==> config.mk <==
export PLATFORM = sky130hd
export DESIGN_NAME = rx_frame_writer
export DESIGN_NICKNAME = d
export VERILOG_FILES = /design/src/rtl/rx_frame_writer.sv
export SDC_FILE = /design/constraint.sdc
export NUM_CORES = 1
export LEC_CHECK = 0
export BUFFER_PORTS_ARGS = -buffer_cell sky130_fd_sc_hd__buf_2
export CAP_MARGIN = 0
export CELL_PAD_IN_SITES_DETAIL_PLACEMENT = 1
export CELL_PAD_IN_SITES_GLOBAL_PLACEMENT = 2
export CORE_MARGIN = 2
export CORE_UTILIZATION = 32
export DETAILED_ROUTE_END_ITERATION = 10
export PLACE_DENSITY_LB_ADDON = 0.1
export SLEW_MARGIN = 10
export SYNTH_ARGS = -nofsm -noshare
export SYNTH_HDL_FRONTEND = slang
export SYNTH_SLANG_ARGS = --single-unit
==> constraint.sdc <==
create_clock -name clk_i -period 5.9 [get_ports clk_i]
set_input_delay 1.18 -clock clk_i [delete_from_list [all_inputs] [get_ports clk_i]]
set_output_delay 1.18 -clock clk_i [all_outputs]
set_load 0.01 [all_outputs]
==> src/rtl/rx_frame_writer.sv <==
// Packs the MAC receive byte stream little-endian into buffer words, writes them into
// the current rx slot and commits good frames; errored, oversize or slot-less frames are counted.
module rx_frame_writer #(
    parameter int data_width_p = 64,
    parameter int els_p        = 2048,
    parameter int size_width_p = 16
) (
    input  logic                      clk_i,
    input  logic                      reset_i,
    input  logic [7:0]                rx_data_i,
    input  logic                      rx_v_i,
    input  logic                      rx_last_i,
    input  logic                      rx_err_i,
    output logic                      rx_ready_o,
    output logic                      write_slot_v_o,
    input  logic                      write_slot_ready_and_i,
    output logic                      write_size_v_o,
    output logic [size_width_p-1:0]   write_size_o,
    output logic                      write_v_o,
    output logic [$clog2(els_p)-1:0]  write_addr_o,
    output logic [data_width_p-1:0]   write_data_o,
    output logic [size_width_p-1:0]   drop_count_o
);

    localparam int W  = data_width_p / 8;
    localparam int LW = $clog2(W);
    localparam int AW = $clog2(els_p);
    localparam int CW = AW + 1;

    // state  | meaning
    // IDLE   | waiting for the first byte of a frame
    // RECV   | storing bytes into the slot
    // FLUSH  | final word write of a good frame on the outputs
    // COMMIT | size and slot strobes
    // DROP   | discarding the rest of a rejected frame
    typedef enum logic [2:0] {IDLE, RECV, FLUSH, COMMIT, DROP} state_e;

    state_e                  state_q, state_d;
    logic [CW-1:0]           byte_cnt_q, byte_cnt_d;
    logic [data_width_p-1:0] pack_q, pack_d;
    logic [size_width_p-1:0] drop_q, drop_d;
    logic                    wr_v_q, wr_v_d;
    logic [AW-1:0]           wr_addr_q, wr_addr_d;
    logic [data_width_p-1:0] wr_data_q, wr_data_d;

    logic [CW-1:0]           cnt_cur;
    logic [LW-1:0]           lane;
    logic [data_width_p-1:0] pack_nxt;
    logic                    accept;
    logic                    store;
    logic                    drop_inc;

    always_ff @(posedge clk_i or posedge reset_i) begin
        if (reset_i) begin
            state_q    <= IDLE;
            byte_cnt_q <= '0;
            pack_q     <= '0;
            drop_q     <= '0;
            wr_v_q     <= 1'b0;
            wr_addr_q  <= '0;
            wr_data_q  <= '0;
        end else begin
            state_q    <= state_d;
            byte_cnt_q <= byte_cnt_d;
            pack_q     <= pack_d;
            drop_q     <= drop_d;
            wr_v_q     <= wr_v_d;
            wr_addr_q  <= wr_addr_d;
            wr_data_q  <= wr_data_d;
        end
    end

    always_comb begin
        state_d    = state_q;
        byte_cnt_d = byte_cnt_q;
        pack_d     = pack_q;
        drop_d     = drop_q;
        wr_v_d     = 1'b0;
        wr_addr_d  = '0;
        wr_data_d  = '0;
        store      = 1'b0;
        drop_inc   = 1'b0;
        accept     = rx_v_i & rx_ready_o;
        // the first byte of a frame is handled as byte 0 of RECV
        cnt_cur    = (state_q == IDLE) ? '0 : byte_cnt_q;
        lane       = cnt_cur[LW-1:0];
        pack_nxt   = pack_q;
        for (int i = 0; i < W; i++) begin
            if (lane == LW'(i)) pack_nxt[8*i +: 8] = rx_data_i;
        end

        case (state_q)
            IDLE: begin
                if (accept) begin
                    if (write_slot_ready_and_i) store = 1'b1;
                    else if (rx_last_i)        drop_inc = 1'b1;
                    else                       state_d = DROP;
                end
            end
            RECV: begin
                if (accept) begin
                    if (byte_cnt_q == CW'(els_p)) begin
                        pack_d = '0;
                        if (rx_last_i) begin
                            drop_inc = 1'b1;
                            state_d  = IDLE;
                        end else begin
                            state_d  = DROP;
                        end
                    end else begin
                        store = 1'b1;
                    end
                end
            end
            FLUSH:  state_d = COMMIT;
            COMMIT: state_d = IDLE;
            DROP: begin
                if (accept && rx_last_i) begin
                    drop_inc = 1'b1;
                    state_d  = IDLE;
                end
            end
            default: state_d = IDLE;
        endcase

        if (store) begin
            byte_cnt_d = cnt_cur + 1'b1;
            state_d    = RECV;
            if (lane == LW'(W - 1) || rx_last_i) begin
                wr_v_d    = 1'b1;
                wr_addr_d = {cnt_cur[AW-1:LW], {LW{1'b0}}};
                wr_data_d = pack_nxt;
                pack_d    = '0;
            end else begin
                pack_d    = pack_nxt;
            end
            if (rx_last_i) begin
                if (rx_err_i) begin
                    drop_inc = 1'b1;
                    state_d  = IDLE;
                end else begin
                    state_d  = FLUSH;
                end
            end
        end

        if (drop_inc && drop_q != '1) drop_d = drop_q + 1'b1;
        if (state_d == IDLE) byte_cnt_d = '0;
    end

    always_comb begin
        rx_ready_o     = (state_q == IDLE) || (state_q == RECV) || (state_q == DROP);
        write_size_v_o = (state_q == COMMIT);
        write_slot_v_o = (state_q == COMMIT);
        write_size_o   = (state_q == COMMIT) ? size_width_p'(byte_cnt_q) : '0;
        write_v_o      = wr_v_q;
        write_addr_o   = wr_addr_q;
        write_data_o   = wr_data_q;
        drop_count_o   = drop_q;
    end

`ifndef SYNTHESIS
    a_width: assert property (@(posedge clk_i) (data_width_p == 32) || (data_width_p == 64));
    a_align: assert property (@(posedge clk_i) disable iff (reset_i)
                              write_v_o |-> (write_addr_o[LW-1:0] == '0));
    a_size:  assert property (@(posedge clk_i) disable iff (reset_i)
                              write_size_v_o |-> (write_size_o != '0));
    a_slot:  assert property (@(posedge clk_i) disable iff (reset_i)
                              (state_q == COMMIT) |-> write_slot_ready_and_i);
`endif

endmodule

==> flow_summary.yaml <==
synthesis:
  avgSynthCellArea_um2: 10.9
  async_flop_share: 1.00
  synthAdderAreaFrac: 0.0124
  netlist_instances: 650
  synthesis.area_um2: 7090
  synth_top_family_by_area: "simple AND/OR/NAND/NOR gates"
  ys.flop_type: "dfrtp_1"
  synth_cell_type_count: 51
  synthSimpleGateAreaFrac: 0.166
  synth_edf_count: 0
  synth_compound_area_frac: 0.142
  yosys.area_share.xor_xnor: 0.0210
  ys_ff_latch: 168
  synth.mux.area_fraction: 0.0242
  ys_seq_area_frac: 0.593
  yosys_warnings: 0
route:
  via_per_inst: 5.05
  avgRoutedWirePerCell_um: 18.7
  first_pass_iters: 4
  post-route-drc-count: 0
  ant_nets: 0
  drt_iter0_markers: 206
  routed_wl_mm: 19.5
  via_count: 5282
layout:
  syn2layout_area_growth_pct: 18.5
  drive_above_1_share: 0.239
  n_antenna_cell: 0
  postLayoutCoreUtil: 0.386
  nets: 773
  nFillCells: 2471
  final_area_um2: 8400
clock_tree:
  cts_sinks: 168
  cts_setup_buffers: 0
  cts_buffers: 17
  cts_hold_buf: 0
  clkTransAtPathRegs_ps: 60
  post_cts_resize_count: 0
  cts-htree-levels: 4
  cts_tree: "built"
  clk_path_buf_depth: 2
  clock_latency_ps: 420
  cts-root-buf: "clkbuf_16"
setup_path:
  worstPathRequired_ps: 6250
  worstPathArrival_ps: 4130
  worstSetupPathType: "in2reg"
  worstPathMaxFanout: 14
  start_kind: "input pin"
  endpoint_kind: "flip-flop"
global_routing:
  grt_max_degree: 65
  grt_pass1_wl_mm: 32.1
  antenna_found_initial: 0
  first_global_vias: 5645
  overflow: 0
  grtUsageTotal: 0.173
timing:
  layout_setup_ws_ps: 2120
  tightest_slew_ps: 1090
  hold_viol: 0
  fmax_ghz: 0.265
  fin_worst_skew_ps: 6.81
  finalSetupViolations: 0
  fin_crit_ps: 3780
  relSlewSlack: 0.269
  rsz0062_at_grt: "false"
  period_share: 0.640
  setup_tns_ps: 0
  drv_slew: 0
pwr:
  power.leakage_nw: 4.12
  power_density_nw_per_um2: 346
  irDropWorstVdd_uv: 177
die:
  ios: 125
  initial_core_util: 0.326
  dieArea_um2: 23300
  dieWidth_um: 153
  coreArea_um2: 21800
  die_height_um: 153
  num_rows: 54
placed_design:
  preCtsSetupSlack_ps: 1660
  placed_area_um2: 7850
  portBuffers: 117
  gp_congestion: 0.744
  dpl.hpwl_mm: 12.9
hold_path:
  hold_path.class: "reg2reg"
run:
  maxCapViolations: 0
run_status:
  outcome: "completed"
==> flip-flops by register name, indices dropped and copies added (netlist names) <==
name / cells
byte_cnt_q: 12
drop_count_o: 16
pack_q: 64
state_q: 3
write_addr_o: 8
write_data_o: 64
write_v_o: 1
==> synthesized netlist by cell type (2+ instances only) <==
cell | n | area [um2]
o21ai_2 | 6 | 52.6
a211oi_1 | 2 | 15.0
nor2b_1 | 8 | 50.1
a22o_1 | 48 | 420
mux2i_1 | 16 | 160
o21ai_0 | 7 | 35.0
a32o_1 | 8 | 80.1
nand2b_1 | 2 | 12.5
nor2_2 | 6 | 37.5
or2_2 | 2 | 12.5
ha_1 | 7 | 87.6
buf_6 | 3 | 33.8
buf_4 | 9 | 67.6
xor2_1 | 11 | 96.3
clkbuf_1 | 17 | 63.8
nor2_1 | 30 | 113
nand3_1 | 8 | 40.0
and2_1 | 17 | 106
nand4_1 | 6 | 37.5
nor4_1 | 4 | 25.0
a31oi_1 | 3 | 18.8
or3_1 | 2 | 12.5
and4_1 | 2 | 17.5
inv_1 | 12 | 45.0
o21ai_1 | 2 | 10.0
nor3_2 | 8 | 80.1
dfrtp_1 | 168 | 4200
nand2_2 | 2 | 12.5
nand2_1 | 116 | 435
xnor2_1 | 6 | 52.6
nor3_1 | 6 | 30.0
buf_2 | 13 | 65.1
a21oi_1 | 58 | 290
and3_1 | 18 | 113
==> metal layers <==
metal | vias up | share of wire | GRT usage
met4 | 0 | 0.0079 | 0.0428
met3 | 9 | 0.035 | 0.0307
met5 | - | 0 | 0
met2 | 100 | 0.48 | 0.286
met1 | 2741 | 0.48 | 0.236
li1 | 2432 | - | -
==> cells by family (layout without fill, tap and decap cells) <==
| family | count (synthesis) | after routing |
|---|---|---|
| and+or+nand+nor | 242 | 242 |
| muxes | 17 | 17 |
| DFF | 168 | 168 |
| buffers and inverters | 56 | 165 |
| xor gates and xnor gates | 17 | 17 |
| other | 1 | 7 |
| AOI/OAI and AO/OA | 142 | 142 |
| adders and majority gates | 7 | 7 |
==> where the power goes <==
part | switching, mW | internal (mW) | leakage [nW]
sequential | 0.0874 | 1.24 | 2.32
combinational | 0.381 | 0.159 | 1.53
clock | 0.475 | 0.565 | 0.274
==> area by class of cell <==
| cell class | instances | area (um2) | share of cell area |
|---|---|---|---|
| clock inverter | 13 | 97.6 | 0.0116 |
| clock buffer | 19 | 453 | 0.0539 |
| timing repair buffer | 120 | 608 | 0.0724 |
| inverter | 13 | 53.8 | 0.00641 |
| multi-input combinational | 432 | 2630 | 0.313 |
| sequential | 168 | 4200 | 0.501 |
| tap | 280 | 350 | 0.0417 |
==> worst paths after layout <==
path	start	endpoint	slack, ps	depth (start not counted)
max	rx_v_i	pack_q[3]$_DFFE_PP0P_	2120	7
min	pack_q[24]$_DFFE_PP0P_	pack_q[24]$_DFFE_PP0P_	500	1
max reg2reg	state_q[2]$_DFF_PP0_	write_data_o[47]$_DFF_PP0_	2170	8
min reg2reg	pack_q[24]$_DFFE_PP0P_	pack_q[24]$_DFFE_PP0P_	500	1
max in group asynchronous	reset_i	pack_q[38]$_DFFE_PP0P_	3920	3
min in group asynchronous	reset_i	drop_count_o[3]$_DFFE_PP0P_	840	2
==> placed cells by master (no fill, tap or decap), types with 2 or more instances in the layout <==
| cell | instances |
|---|---|
| xnor2_1 | 6 |
| clkinv_2 | 4 |
| a22o_1 | 48 |
| buf_4 | 3 |
| nor2b_1 | 8 |
| o21ai_1 | 2 |
| conb_1 | 7 |
| nor3_1 | 6 |
| nand4_1 | 6 |
| nor4_1 | 4 |
| nand2_1 | 116 |
| a31oi_1 | 3 |
| inv_1 | 11 |
| inv_6 | 4 |
| and2_1 | 17 |
| o21ai_2 | 6 |
| mux2i_1 | 16 |
| a32o_1 | 8 |
| nor2_2 | 6 |
| ha_1 | 7 |
| o21ai_4 | 2 |
| xor2_1 | 11 |
| clkinv_4 | 5 |
| a21oi_1 | 58 |
| nor2_1 | 30 |
| clkbuf_16 | 17 |
| o21ai_0 | 6 |
| and4_1 | 2 |
| and3_1 | 18 |
| dfrtp_1 | 168 |
| or2_2 | 2 |
| clkbuf_8 | 2 |
| nand2_2 | 2 |
| or3_1 | 2 |
| buf_2 | 117 |
| nand2b_1 | 2 |
| nand3_1 | 8 |
| nor3_2 | 8 |
| a211oi_1 | 2 |
==> critical path: stages <==
cell	delay [ps]
buf_2	120
o21ai_1	110
nor3_2	840
and2_1	630
nand2_2	420
o21ai_1	580
a22o_1	220
==> through the flow <==
step,power (mW),cells,hold WS [ps]
floorplan,1.73,656,464
global placement,1.88,1013,476
detailed placement,1.89,1013,481
CTS,2.94,1045,497
global route,3.08,1045,517
finish,2.90,1045,496
(Power assumes the default switching activity.)
